**src/rtl/noc_out_arbiter_pkg.sv**
```systemverilog
// noc_pkg: shared definitions for the NoC output-port arbiter.
//   - flit index constants inside a packet (header, size)
//   - FSM state enumeration (IDLE, HDR, SIZE, PAYLOAD)
//   - default flit width
package noc_pkg;

  localparam int FLIT_W_DEF    = 16;
  localparam int HDR_FLIT_IDX  = 0;
  localparam int SIZE_FLIT_IDX = 1;

  // HDR/SIZE encodings follow the flit position within the packet.
  typedef enum logic [1:0] {
    S_IDLE    = 2'd0,
    S_HDR     = 2'(HDR_FLIT_IDX + 1),
    S_SIZE    = 2'(SIZE_FLIT_IDX + 1),
    S_PAYLOAD = 2'd3
  } noc_state_e;

endpackage

```
**src/rtl/noc_out_arbiter_if.sv**
```systemverilog
// noc_out_arbiter_if: bundle of the arbiter's per-port request side and the
// output link.
//   in_rx     per-port flit valid           in_data   packed per-port flits
//   in_credit per-port accept               tx        output-link valid
//   data_out  output-link flit              credit_i  downstream has space
//   grant     one-hot current link owner
// master: the requesters/downstream side; slave: the arbiter.
interface noc_out_arbiter_if import noc_pkg::*; #(
  parameter int NPORTS = 4,
  parameter int FLIT_W = FLIT_W_DEF
);
  logic [NPORTS-1:0]        in_rx;
  logic [NPORTS*FLIT_W-1:0] in_data;
  logic [NPORTS-1:0]        in_credit;
  logic                     tx;
  logic [FLIT_W-1:0]        data_out;
  logic                     credit_i;
  logic [NPORTS-1:0]        grant;

  modport master (
    output in_rx, in_data, credit_i,
    input  in_credit, tx, data_out, grant
  );

  modport slave (
    input  in_rx, in_data, credit_i,
    output in_credit, tx, data_out, grant
  );
endinterface

```
**src/rtl/noc_rr_picker.sv**
```systemverilog
// noc_rr_picker: combinational round-robin select.
//   req_i  request vector
//   ptr_i  highest-priority port index
//   gnt_o  one-hot: first requesting port at or after ptr_i (wrapping), 0 if none
module noc_rr_picker #(
  parameter int NPORTS = 4,
  parameter int PW     = $clog2(NPORTS)
) (
  input  logic [NPORTS-1:0] req_i,
  input  logic [PW-1:0]     ptr_i,
  output logic [NPORTS-1:0] gnt_o
);

  logic [PW:0]   sum_s;
  logic [PW-1:0] idx_s;
  logic          found_s;
  logic          hit_s;

  // Scan ports starting at ptr_i; the first hit wins and masks later ones.
  always_comb begin
    gnt_o   = '0;
    found_s = 1'b0;
    sum_s   = '0;
    idx_s   = '0;
    hit_s   = 1'b0;
    for (int k = 0; k < NPORTS; k++) begin
      sum_s = {1'b0, ptr_i} + (PW+1)'(k);
      // ptr_i < NPORTS and k < NPORTS, so a single subtract wraps.
      if (sum_s >= (PW+1)'(NPORTS)) begin
        sum_s = sum_s - (PW+1)'(NPORTS);
      end else begin
        sum_s = sum_s;
      end
      idx_s        = sum_s[PW-1:0];
      hit_s        = ~found_s & req_i[idx_s];
      gnt_o[idx_s] = gnt_o[idx_s] | hit_s;
      found_s      = found_s | hit_s;
    end
  end

endmodule

```
**src/rtl/noc_out_arbiter.sv**
```systemverilog
// noc_out_arbiter: packet-granular round-robin arbiter for one NoC output link.
//   clk        clock
//   rst        asynchronous active-low reset
//   bus        noc_out_arbiter_if.slave (requests, output link, grant)
//   pkt_count  completed-packet counter, present only with NOC_ARB_STATS_EN
// Packet: header flit, size flit S, then S payload flits. Once granted, a
// port keeps the link until its last flit moves; the link path is a
// zero-latency passthrough from the granted port.
module noc_out_arbiter import noc_pkg::*; #(
  parameter int NPORTS = 4,
  parameter int FLIT_W = FLIT_W_DEF
) (
  input  logic               clk,
  input  logic               rst,
  noc_out_arbiter_if.slave   bus
`ifdef NOC_ARB_STATS_EN
  ,
  output logic [15:0]        pkt_count
`endif
);

  localparam int PW = $clog2(NPORTS);

  localparam logic [1:0] ST_IDLE    = 2'(S_IDLE);
  localparam logic [1:0] ST_HDR     = 2'(S_HDR);
  localparam logic [1:0] ST_SIZE    = 2'(S_SIZE);
  localparam logic [1:0] ST_PAYLOAD = 2'(S_PAYLOAD);

  logic [1:0]        state_q, state_d;
  logic [NPORTS-1:0] grant_q, grant_d;
  logic [FLIT_W-1:0] cnt_q, cnt_d;
  logic [PW-1:0]     rr_ptr_q, rr_ptr_d;
  logic [NPORTS-1:0] pick_s;
  logic [PW-1:0]     g_idx_s;
  logic              tx_s;
  logic [FLIT_W-1:0] data_s;
  logic [NPORTS-1:0] credit_s;
  logic              xfer_s;
  logic              pkt_end_s;

  noc_rr_picker #(.NPORTS(NPORTS), .PW(PW)) u_picker (
    .req_i (bus.in_rx),
    .ptr_i (rr_ptr_q),
    .gnt_o (pick_s)
  );

  // One-hot grant to binary port index.
  always_comb begin
    g_idx_s = '0;
    for (int i = 0; i < NPORTS; i++) begin
      g_idx_s = g_idx_s | (grant_q[i] ? PW'(i) : '0);
    end
  end

  // Passthrough from the owning port to the link; silent while idle.
  always_comb begin
    tx_s     = 1'b0;
    data_s   = '0;
    credit_s = '0;
    if (state_q != ST_IDLE) begin
      tx_s              = bus.in_rx[g_idx_s];
      data_s            = bus.in_data[g_idx_s*FLIT_W +: FLIT_W];
      credit_s[g_idx_s] = bus.in_rx[g_idx_s] & bus.credit_i;
    end else begin
      tx_s     = 1'b0;
      data_s   = '0;
      credit_s = '0;
    end
    xfer_s = tx_s & bus.credit_i;
  end

  // Packet FSM: arbitration in IDLE, then header/size/payload tracking.
  always_comb begin
    state_d   = state_q;
    grant_d   = grant_q;
    cnt_d     = cnt_q;
    rr_ptr_d  = rr_ptr_q;
    pkt_end_s = 1'b0;
    case (state_q)
      ST_IDLE: begin
        if (|bus.in_rx) begin
          grant_d = pick_s;
          state_d = ST_HDR;
        end else begin
          grant_d = '0;
        end
      end
      ST_HDR: begin
        if (xfer_s) begin
          state_d = ST_SIZE;
        end else begin
          state_d = state_q;
        end
      end
      ST_SIZE: begin
        if (xfer_s) begin
          cnt_d = data_s;
          if (data_s == '0) begin
            state_d   = ST_IDLE;
            pkt_end_s = 1'b1;
          end else begin
            state_d = ST_PAYLOAD;
          end
        end else begin
          state_d = state_q;
        end
      end
      ST_PAYLOAD: begin
        if (xfer_s) begin
          cnt_d = cnt_q - FLIT_W'(1);
          if (cnt_q == FLIT_W'(1)) begin
            state_d   = ST_IDLE;
            pkt_end_s = 1'b1;
          end else begin
            state_d = state_q;
          end
        end else begin
          state_d = state_q;
        end
      end
      default: begin
        state_d = ST_IDLE;
        grant_d = '0;
      end
    endcase
    // Release the link and move priority just past the finishing port.
    if (pkt_end_s) begin
      grant_d  = '0;
      rr_ptr_d = (g_idx_s == PW'(NPORTS - 1)) ? '0 : g_idx_s + PW'(1);
    end else begin
      rr_ptr_d = rr_ptr_d;
    end
  end

  // FSM, grant, counter and priority pointer registers.
  always_ff @(posedge clk or negedge rst) begin
    if (!rst) begin
      state_q  <= ST_IDLE;
      grant_q  <= '0;
      cnt_q    <= '0;
      rr_ptr_q <= '0;
    end else begin
      state_q  <= state_d;
      grant_q  <= grant_d;
      cnt_q    <= cnt_d;
      rr_ptr_q <= rr_ptr_d;
    end
  end

  assign bus.tx        = tx_s;
  assign bus.data_out  = data_s;
  assign bus.in_credit = credit_s;
  assign bus.grant     = grant_q;

`ifdef NOC_ARB_STATS_EN
  logic [15:0] pkt_count_q;

  // Completed-packet counter; wraps naturally at 16 bits.
  always_ff @(posedge clk or negedge rst) begin
    if (!rst) begin
      pkt_count_q <= 16'd0;
    end else if (pkt_end_s) begin
      pkt_count_q <= pkt_count_q + 16'd1;
    end else begin
      pkt_count_q <= pkt_count_q;
    end
  end

  assign pkt_count = pkt_count_q;
`endif

endmodule

```
**src/flat_wrapper.sv**
```systemverilog
// flat-port wrapper written by rule: the top's interface ports become plain ports
module noc_out_arbiter_flat import noc_pkg::*;
#(
  parameter int NPORTS = 4,
  parameter int FLIT_W = FLIT_W_DEF
)
  (clk, rst, bus_in_rx, bus_in_data, bus_credit_i, bus_in_credit, bus_tx, bus_data_out, bus_grant);
  noc_out_arbiter_if #(.NPORTS(NPORTS), .FLIT_W(FLIT_W)) bus_i ();
  input  logic clk;
  input  logic rst;
  input wire logic [$bits(bus_i.in_rx)-1:0] bus_in_rx;
  input wire logic [$bits(bus_i.in_data)-1:0] bus_in_data;
  input wire logic [$bits(bus_i.credit_i)-1:0] bus_credit_i;
  output wire logic [$bits(bus_i.in_credit)-1:0] bus_in_credit;
  output wire logic [$bits(bus_i.tx)-1:0] bus_tx;
  output wire logic [$bits(bus_i.data_out)-1:0] bus_data_out;
  output wire logic [$bits(bus_i.grant)-1:0] bus_grant;
  assign bus_i.in_rx = bus_in_rx;
  assign bus_i.in_data = bus_in_data;
  assign bus_i.credit_i = bus_credit_i;
  assign bus_in_credit = bus_i.in_credit;
  assign bus_tx = bus_i.tx;
  assign bus_data_out = bus_i.data_out;
  assign bus_grant = bus_i.grant;
  noc_out_arbiter #(.NPORTS(NPORTS), .FLIT_W(FLIT_W)) u_core (.clk(clk), .rst(rst), .bus(bus_i));
endmodule
```
**config.mk**
```make
export PLATFORM = sky130hd
export DESIGN_NAME = noc_out_arbiter_flat
export DESIGN_NICKNAME = d
export VERILOG_FILES = /design/src/rtl/noc_out_arbiter_pkg.sv /design/src/rtl/noc_out_arbiter_if.sv /design/src/rtl/noc_rr_picker.sv /design/src/rtl/noc_out_arbiter.sv /design/src/flat_wrapper.sv
export SDC_FILE = /design/constraint.sdc
export NUM_CORES = 1
export LEC_CHECK = 0
export CORE_ASPECT_RATIO = 0.8
export CORE_MARGIN = 1.5
export CORE_UTILIZATION = 48
export CTS_CLUSTER_SIZE = 25
export DETAILED_ROUTE_END_ITERATION = 10
export HOLD_SLACK_MARGIN = 0.06
export PLACE_DENSITY = 0.83
export SLEW_MARGIN = 15
export SYNTH_ARGS = -nofsm -noshare
export SYNTH_HDL_FRONTEND = slang
export SYNTH_SLANG_ARGS = --single-unit
```
**constraint.sdc**
```tcl
create_clock -name clk -period 4 [get_ports clk]
set_clock_uncertainty 0.2 [all_clocks]
set_input_delay 0.6 -clock clk [delete_from_list [all_inputs] [get_ports clk]]
set_output_delay 0.6 -clock clk [all_outputs]
set_load 0.1 [all_outputs]
```
# Word-level counts from Yosys, hierarchy flattened
# Cells that the tools add are included.
[totals] inputBits=71 register_bits=24 wordCells=129 out_inout_bits=25
[op_classes] muxes=60 eq_ne=10 add_sub_neg=9 shifts=1 n_bitwise=18 n_reduce_logical=13 order_cmp=14
[ops] op="$shiftx A64 B7 Y16" count=1
[ops] op="$mux W16" count=3
[ops] op="$pmux W16 S2" count=1
[ops] op="$mux W2" count=13
[ops] op="$mux W1" count=20
[ops] op="$bmux W1 S2" count=9
[ops] op="$eq A16 B1 Y1 const B" count=1
[ops] op="$logic_not A16 Y1" count=1
[ops] op="$mux W4" count=4
[ops] op="$sub A16 B1 Y16 const B" count=1
[ops] op="$lt A2 B3 Y1 const B" count=5
[ops] op="$bwmux W4" count=3
[ops] op="$demux W1 S2" count=5
[ops] op="$ge A2 B1 Y1 const B" count=5
[ops] op="$ne A2 B1 Y1 const B" count=5
[ops] op="$ge A3 B3 Y1 const B" count=3
[ops] op="$and A4 B4 Y4" count=2
[ops] op="$pmux W2 S4" count=1
[ops] op="$sub A2 B1 Y2 const B" count=4
[ops] op="$add A2 B2 Y3 const B" count=2
[ops] op="$eq A2 B2 Y1 const B" count=3
[ops] op="$or A1 B1 Y1" count=6
[ops] op="$reduce_bool A2 Y1" count=3
[ops] op="$and A1 B1 Y1" count=5
[ops] op="12 further kinds" count=19

# Depth between registers and ports, before layout
[logic_depth] depth_word=22 ltp_mapped=12 depth_no_buf=9

# Modules after synthesis
# A second synthesis with hierarchy kept.
[unflattened] cells_unflattened=382 area_unflattened_um2=2914.0
[by_module_without_submodules] module="noc_out_arbiter" seq_area_each_um2=600.6 cells_each=297 area_per_inst_um2=2284.7 n_inst=1
[by_module_without_submodules] module="noc_rr_picker" seq_area_each_um2=0.0 cells_each=85 area_per_inst_um2=629.4 n_inst=1

# Worst setup path before layout
# OpenSTA, ideal clock, no wires.
[synth_path] path_kind="register to register" from="register u_core.grant_q[1] (netlist: u_core.bus.grant[1])" to="register u_core.rr_ptr_q[1]" setup_slack_ns=-1.399 setup_time_ns=0.125 path_buffers=3 required_time_ns=3.675 arrival_ns=5.074 path_stages_with_launch=10 synth_period_minus_slack_ns=5.399 path_cell_list="dfrtp_1 -> buf_6 -> clkbuf_1 -> o21ai_0 -> a311oi_1 -> nor2_1 -> a31oi_1 -> or3_1 -> buf_2 -> mux2_4"
[synth_via] elab_chain_cells=9 word_cells_on_any_way=17 classes_between="add/sub: 1; eq/ne: 1; shift: 1; mux: 10; bitwise: 3; reduce/logical: 1"
[synth_rtl] item="start, declared" line_no="noc_out_arbiter.sv:30" text="logic [NPORTS-1:0] grant_q, grant_d;"
[synth_rtl] item="start signal, assigned" line_no="noc_out_arbiter.sv:144" text="grant_q <= grant_d;"
[synth_rtl] item="$mux W1" line_no="noc_out_arbiter.sv:51" text="g_idx_s = g_idx_s | (grant_q[i] ? PW'(i) : '0);"
[synth_rtl] item="$or A2 B2 Y2 (2 in series)" line_no="noc_out_arbiter.sv:51"
[synth_rtl] item="$shiftx A64 B7 Y16" line_no="noc_out_arbiter.sv:62" text="data_s = bus.in_data[g_idx_s*FLIT_W +: FLIT_W];"
[synth_rtl] item="$mux W16" line_no="noc_out_arbiter.sv:60" text="if (state_q != ST_IDLE) begin"
[synth_rtl] item="named net bus_data_out[9]" line_no="flat_wrapper.sv:16" text="output wire logic [$bits(bus_i.data_out)-1:0] bus_data_out;"
[synth_rtl] item="$logic_not A16 Y1" line_no="noc_out_arbiter.sv:98" text="if (data_s == '0) begin"
[synth_rtl] item="$mux W1" line_no="noc_out_arbiter.sv:98"
[synth_rtl] item="$mux W1" line_no="noc_out_arbiter.sv:96" text="if (xfer_s) begin"
[synth_rtl] item="$pmux W1 S2" line_no="noc_out_arbiter.sv:79" text="case (state_q)"
[synth_rtl] item="end signal, assigned" line_no="noc_out_arbiter.sv:146" text="rr_ptr_q <= rr_ptr_d;"
[synth_rtl] item="end, declared" line_no="noc_out_arbiter.sv:32" text="logic [PW-1:0] rr_ptr_q, rr_ptr_d;"
# The timed path passes the listed nets, and every way through them passes these cells. The select of a mux whose other input is x is not followed.
# A chain may end at the register's enable or synchronous reset.

# Worst setup path in the final report
[layout_path] from="register u_core.grant_q[3] (netlist: u_core.bus.grant[3])" to="output bus_in_credit[0]"
[layout_via] elab_chain_cells=8 word_cells_on_any_way=12 classes_between="order compare: 2; mux: 6; bitwise: 3; reduce/logical: 1"
[layout_rtl] item="$mux W2 *" line_no="noc_out_arbiter.sv:51"
[layout_rtl] item="$or A2 B2 Y2 *" line_no="noc_out_arbiter.sv:51"
[layout_rtl] item="$lt A2 B3 Y1 (not written as such) / $ge A2 B1 Y1 (equally long branches)" line_no="noc_out_arbiter.sv:63" text="credit_s[g_idx_s] = bus.in_rx[g_idx_s] & bus.credit_i;"
[layout_rtl] item="$logic_and A1 B1 Y1 (not written as such)" line_no="noc_out_arbiter.sv:63"
[layout_rtl] item="$mux W1 (not written as such)" line_no="noc_out_arbiter.sv:63"
[layout_rtl] item="$demux W1 S2"
[layout_rtl] item="$and A4 B4 Y4 (no source line) *"
[layout_rtl] item="$mux W4 *" line_no="noc_out_arbiter.sv:60"
[layout_rtl] item="end, declared" line_no="flat_wrapper.sv:14" text="output wire logic [$bits(bus_i.in_credit)-1:0] bus_in_credit;"
# Every way passes the cells marked *; elsewhere a longest branch is shown, timed or not. The select of a mux whose other input is x is not followed.

==> impl_metrics.py <==
metrics = {
    "logic_synthesis": {
        "synth.avg_cell_area_sq_um": 7.58,
        "yosys.area.top_type": "dfrtp_1",
        "synth_area_sq_um": 2960,
        "synth-main-ff-cell": "dfrtp_1",
        "ys_top_cells_by_area": "dfrtp_1 20%, nand2_1 6.1%, ha_1 5.9%",
        "seq_area_frac_synth_pct": 20.3,
        "synth_edf_count": 0,
        "syn_inst": 391,
        "yosys.cell_count.top_type": "nand2_1",
        "yosys_warnings": 0,
        "synth_top_area_share_pct": 20.3,
        "synthArstFlopShare_pct": 100,
        "synth.distinct_cells": 59,
        "syn_nets": 476,
        "synth_common_cells": "48 x nand2_1, 33 x nor2_1, 30 x o21ai_0, 24 x a21oi_1, 24 x dfrtp_1",
        "yosys_register_bits": 24,
    },
    "die": {
        "fp.dieH_um": 73.3,
        "fp.dieW_um": 90.9,
        "dieArea_sq_um": 6660,
        "ioPinCount": 96,
        "start_util_pct": 49.9,
        "row_count": 25,
        "core_sq_um": 5940,
    },
    "flow_run": {
        "drv_cap": 0,
    },
    "place": {
        "gp_congestion": 0.954,
        "placed_cell_area_sq_um": 4320,
        "port_buffers": 95,
        "hpwlAfterDp_um": 8350,
    },
    "clock_network": {
        "cts_inserted_buffers": 3,
        "root_buffer": "clkbuf_8",
        "cts_tree": "done",
        "hold_buffers": 0,
        "cts_max_level": 1,
        "cts_sinks": 24,
        "cts_resized": 0,
        "clk_path_buf_depth": 2,
        "cts_setup_buffers": 0,
        "clock_latency_ps": 270,
        "clk_pin_slew_worst_paths_ps": 90,
    },
    "route": {
        "viasPerCell": 6.43,
        "drtPass1Iterations": 5,
        "wire_per_inst_um": 19.0,
        "drt_wl_total_um": 10500,
        "drc": 0,
        "drt_iter0_drc": 354,
        "antenna_left": 0,
        "via_count": 3548,
    },
    "worst_setup_path": {
        "crit_start": "u_core.bus.grant[3]$_DFFE_PN0P_",
        "crit_path_start_kind": "flip-flop",
        "critPathKind": "reg -> out",
        "cp_cell_sequence": "or2_2, a211oi_1, a2111oi_4, buf_4, and2_1, buf_12",
        "max_stage_delay_ps": 660,
        "arrival_ps": 2680,
        "regToRegStartpoint": "u_core.bus.grant[3]$_DFFE_PN0P_",
        "critPathSlowestCell": "a211oi_1",
        "crit_path_end_kind": "primary output",
        "cp.required_ps": 3200,
        "crit_fanout": 20,
    },
    "status": {
        "status": "finished, final reports clean",
    },
    "final_layout": {
        "area_growth_pct": 48.0,
        "drive_gt1_share_pct": 15.1,
        "final_cell_area_sq_um": 4390,
        "fin_nets": 557,
        "final_util_pct": 73.8,
        "n_antenna_cell": 0,
    },
    "global_route": {
        "grtUsageTotal_pct": 32.7,
        "grt_overflow_total": 0,
        "grt_first_pass_wirelength_um": 17000,
        "grt_max_degree": 38,
        "first_global_vias": 3303,
        "grt_antenna_before_repair": 0,
    },
    "timing": {
        "fmax_mhz": 287,
        "setup_viol": 0,
        "drv_slew": 0,
        "rsz0062_at_grt": "false",
        "tightest_slew_ps": 965,
        "fin_crit_ps": 3480,
        "fin_crit_sh_pct": 87.1,
        "relSlewSlack_pct": 35.5,
        "hold_viol_final": 0,
    },
    "worst_hold_path": {
        "hp-class": "in -> async",
    },
}
-- worst max-delay path, delay by kind of cell (launching register included) --
kind,cells,cell delay (ps)
simple gates,2,750
flops,1,470
buf+inv,2,380
compound gates,2,800
-- state kept, by name, indices dropped and copies added, names as in the netlist --
signal            flops
u_core.rr_ptr_q       2
u_core.bus.grant      4
u_core.cnt_q         16
u_core.state_q        2
-- per-layer routing --
metal  share of wire [%]  vias up  GRT usage, %  wire length, um
met3                 9.7       17          5.80             1020
met1                  44     1665          47.8             4670
met2                  44      214          49.6             4620
met5                   0        -             0                0
li1                    -     1652             -                -
met4                 1.7        0          9.20              180
-- layout make-up --
| class | count | area (sq um) |
|---|---|---|
| clock buffers | 3 | 41.3 |
| clock inverters | 1 | 30.0 |
| fillers | 454 | 1560 |
| inverters | 11 | 41.3 |
| multi-input cells | 328 | 2360 |
| flip-flops and latches | 24 | 602 |
| well taps | 81 | 101 |
| repair buffers | 104 | 1210 |
-- cells in the final DEF, fill, tap and decap left out, types with 11 or more instances in the layout --
| master | Yosys | final |
|---|---|---|
| nor2_1 | 33 | 32 |
| dfrtp_1 | 24 | 23 |
| nand2_1 | 48 | 48 |
| o21ai_0 | 30 | 30 |
| nor4_1 | 11 | 11 |
| buf_4 | 0 | 11 |
| a211oi_1 | 19 | 16 |
| clkdlybuf4s50_1 | 0 | 72 |
| a21oi_1 | 24 | 24 |
| ha_1 | 14 | 14 |
| nor2b_1 | 21 | 21 |
| buf_12 | 0 | 20 |
-- per-stage QoR --
stage	TNS [ps]	cells	hold WS [ps]	setup slack, ps
after floorplan	-4130	391	104	-524
after CTS	0	552	294	507
final	0	552	102	516
after global routing	0	552	129	416
after global placement	0	548	259	416
after detailed placement	0	548	276	364
-- final timing paths --
path | to | slack, ps | depth (start not counted)
worst max register to register | u_core.bus.grant[1]$_DFFE_PN0P_ | 740 | 7
worst max-delay path | bus_in_credit[0] | 520 | 6
worst min register to register | u_core.cnt_q[13]$_DFFE_PN0P_ | 300 | 2
max in group asynchronous | u_core.bus.grant[3]$_DFFE_PN0P_ | 3100 | 1
min in group clk | u_core.cnt_q[13]$_DFFE_PN0P_ | 300 | 2
worst min-delay path | u_core.cnt_q[3]$_DFFE_PN0P_ | 100 | 1
-- cell families after synthesis --
logic type | synth area share, %
compound gates | 30.4
fa+ha+maj | 5.91
buf+inv | 6.04
flops | 20.3
mux | 7.89
simple gates | 29.5
Power is not shown: default switching activity piles up to over one toggle a cycle in this logic, so the estimate is an artifact.
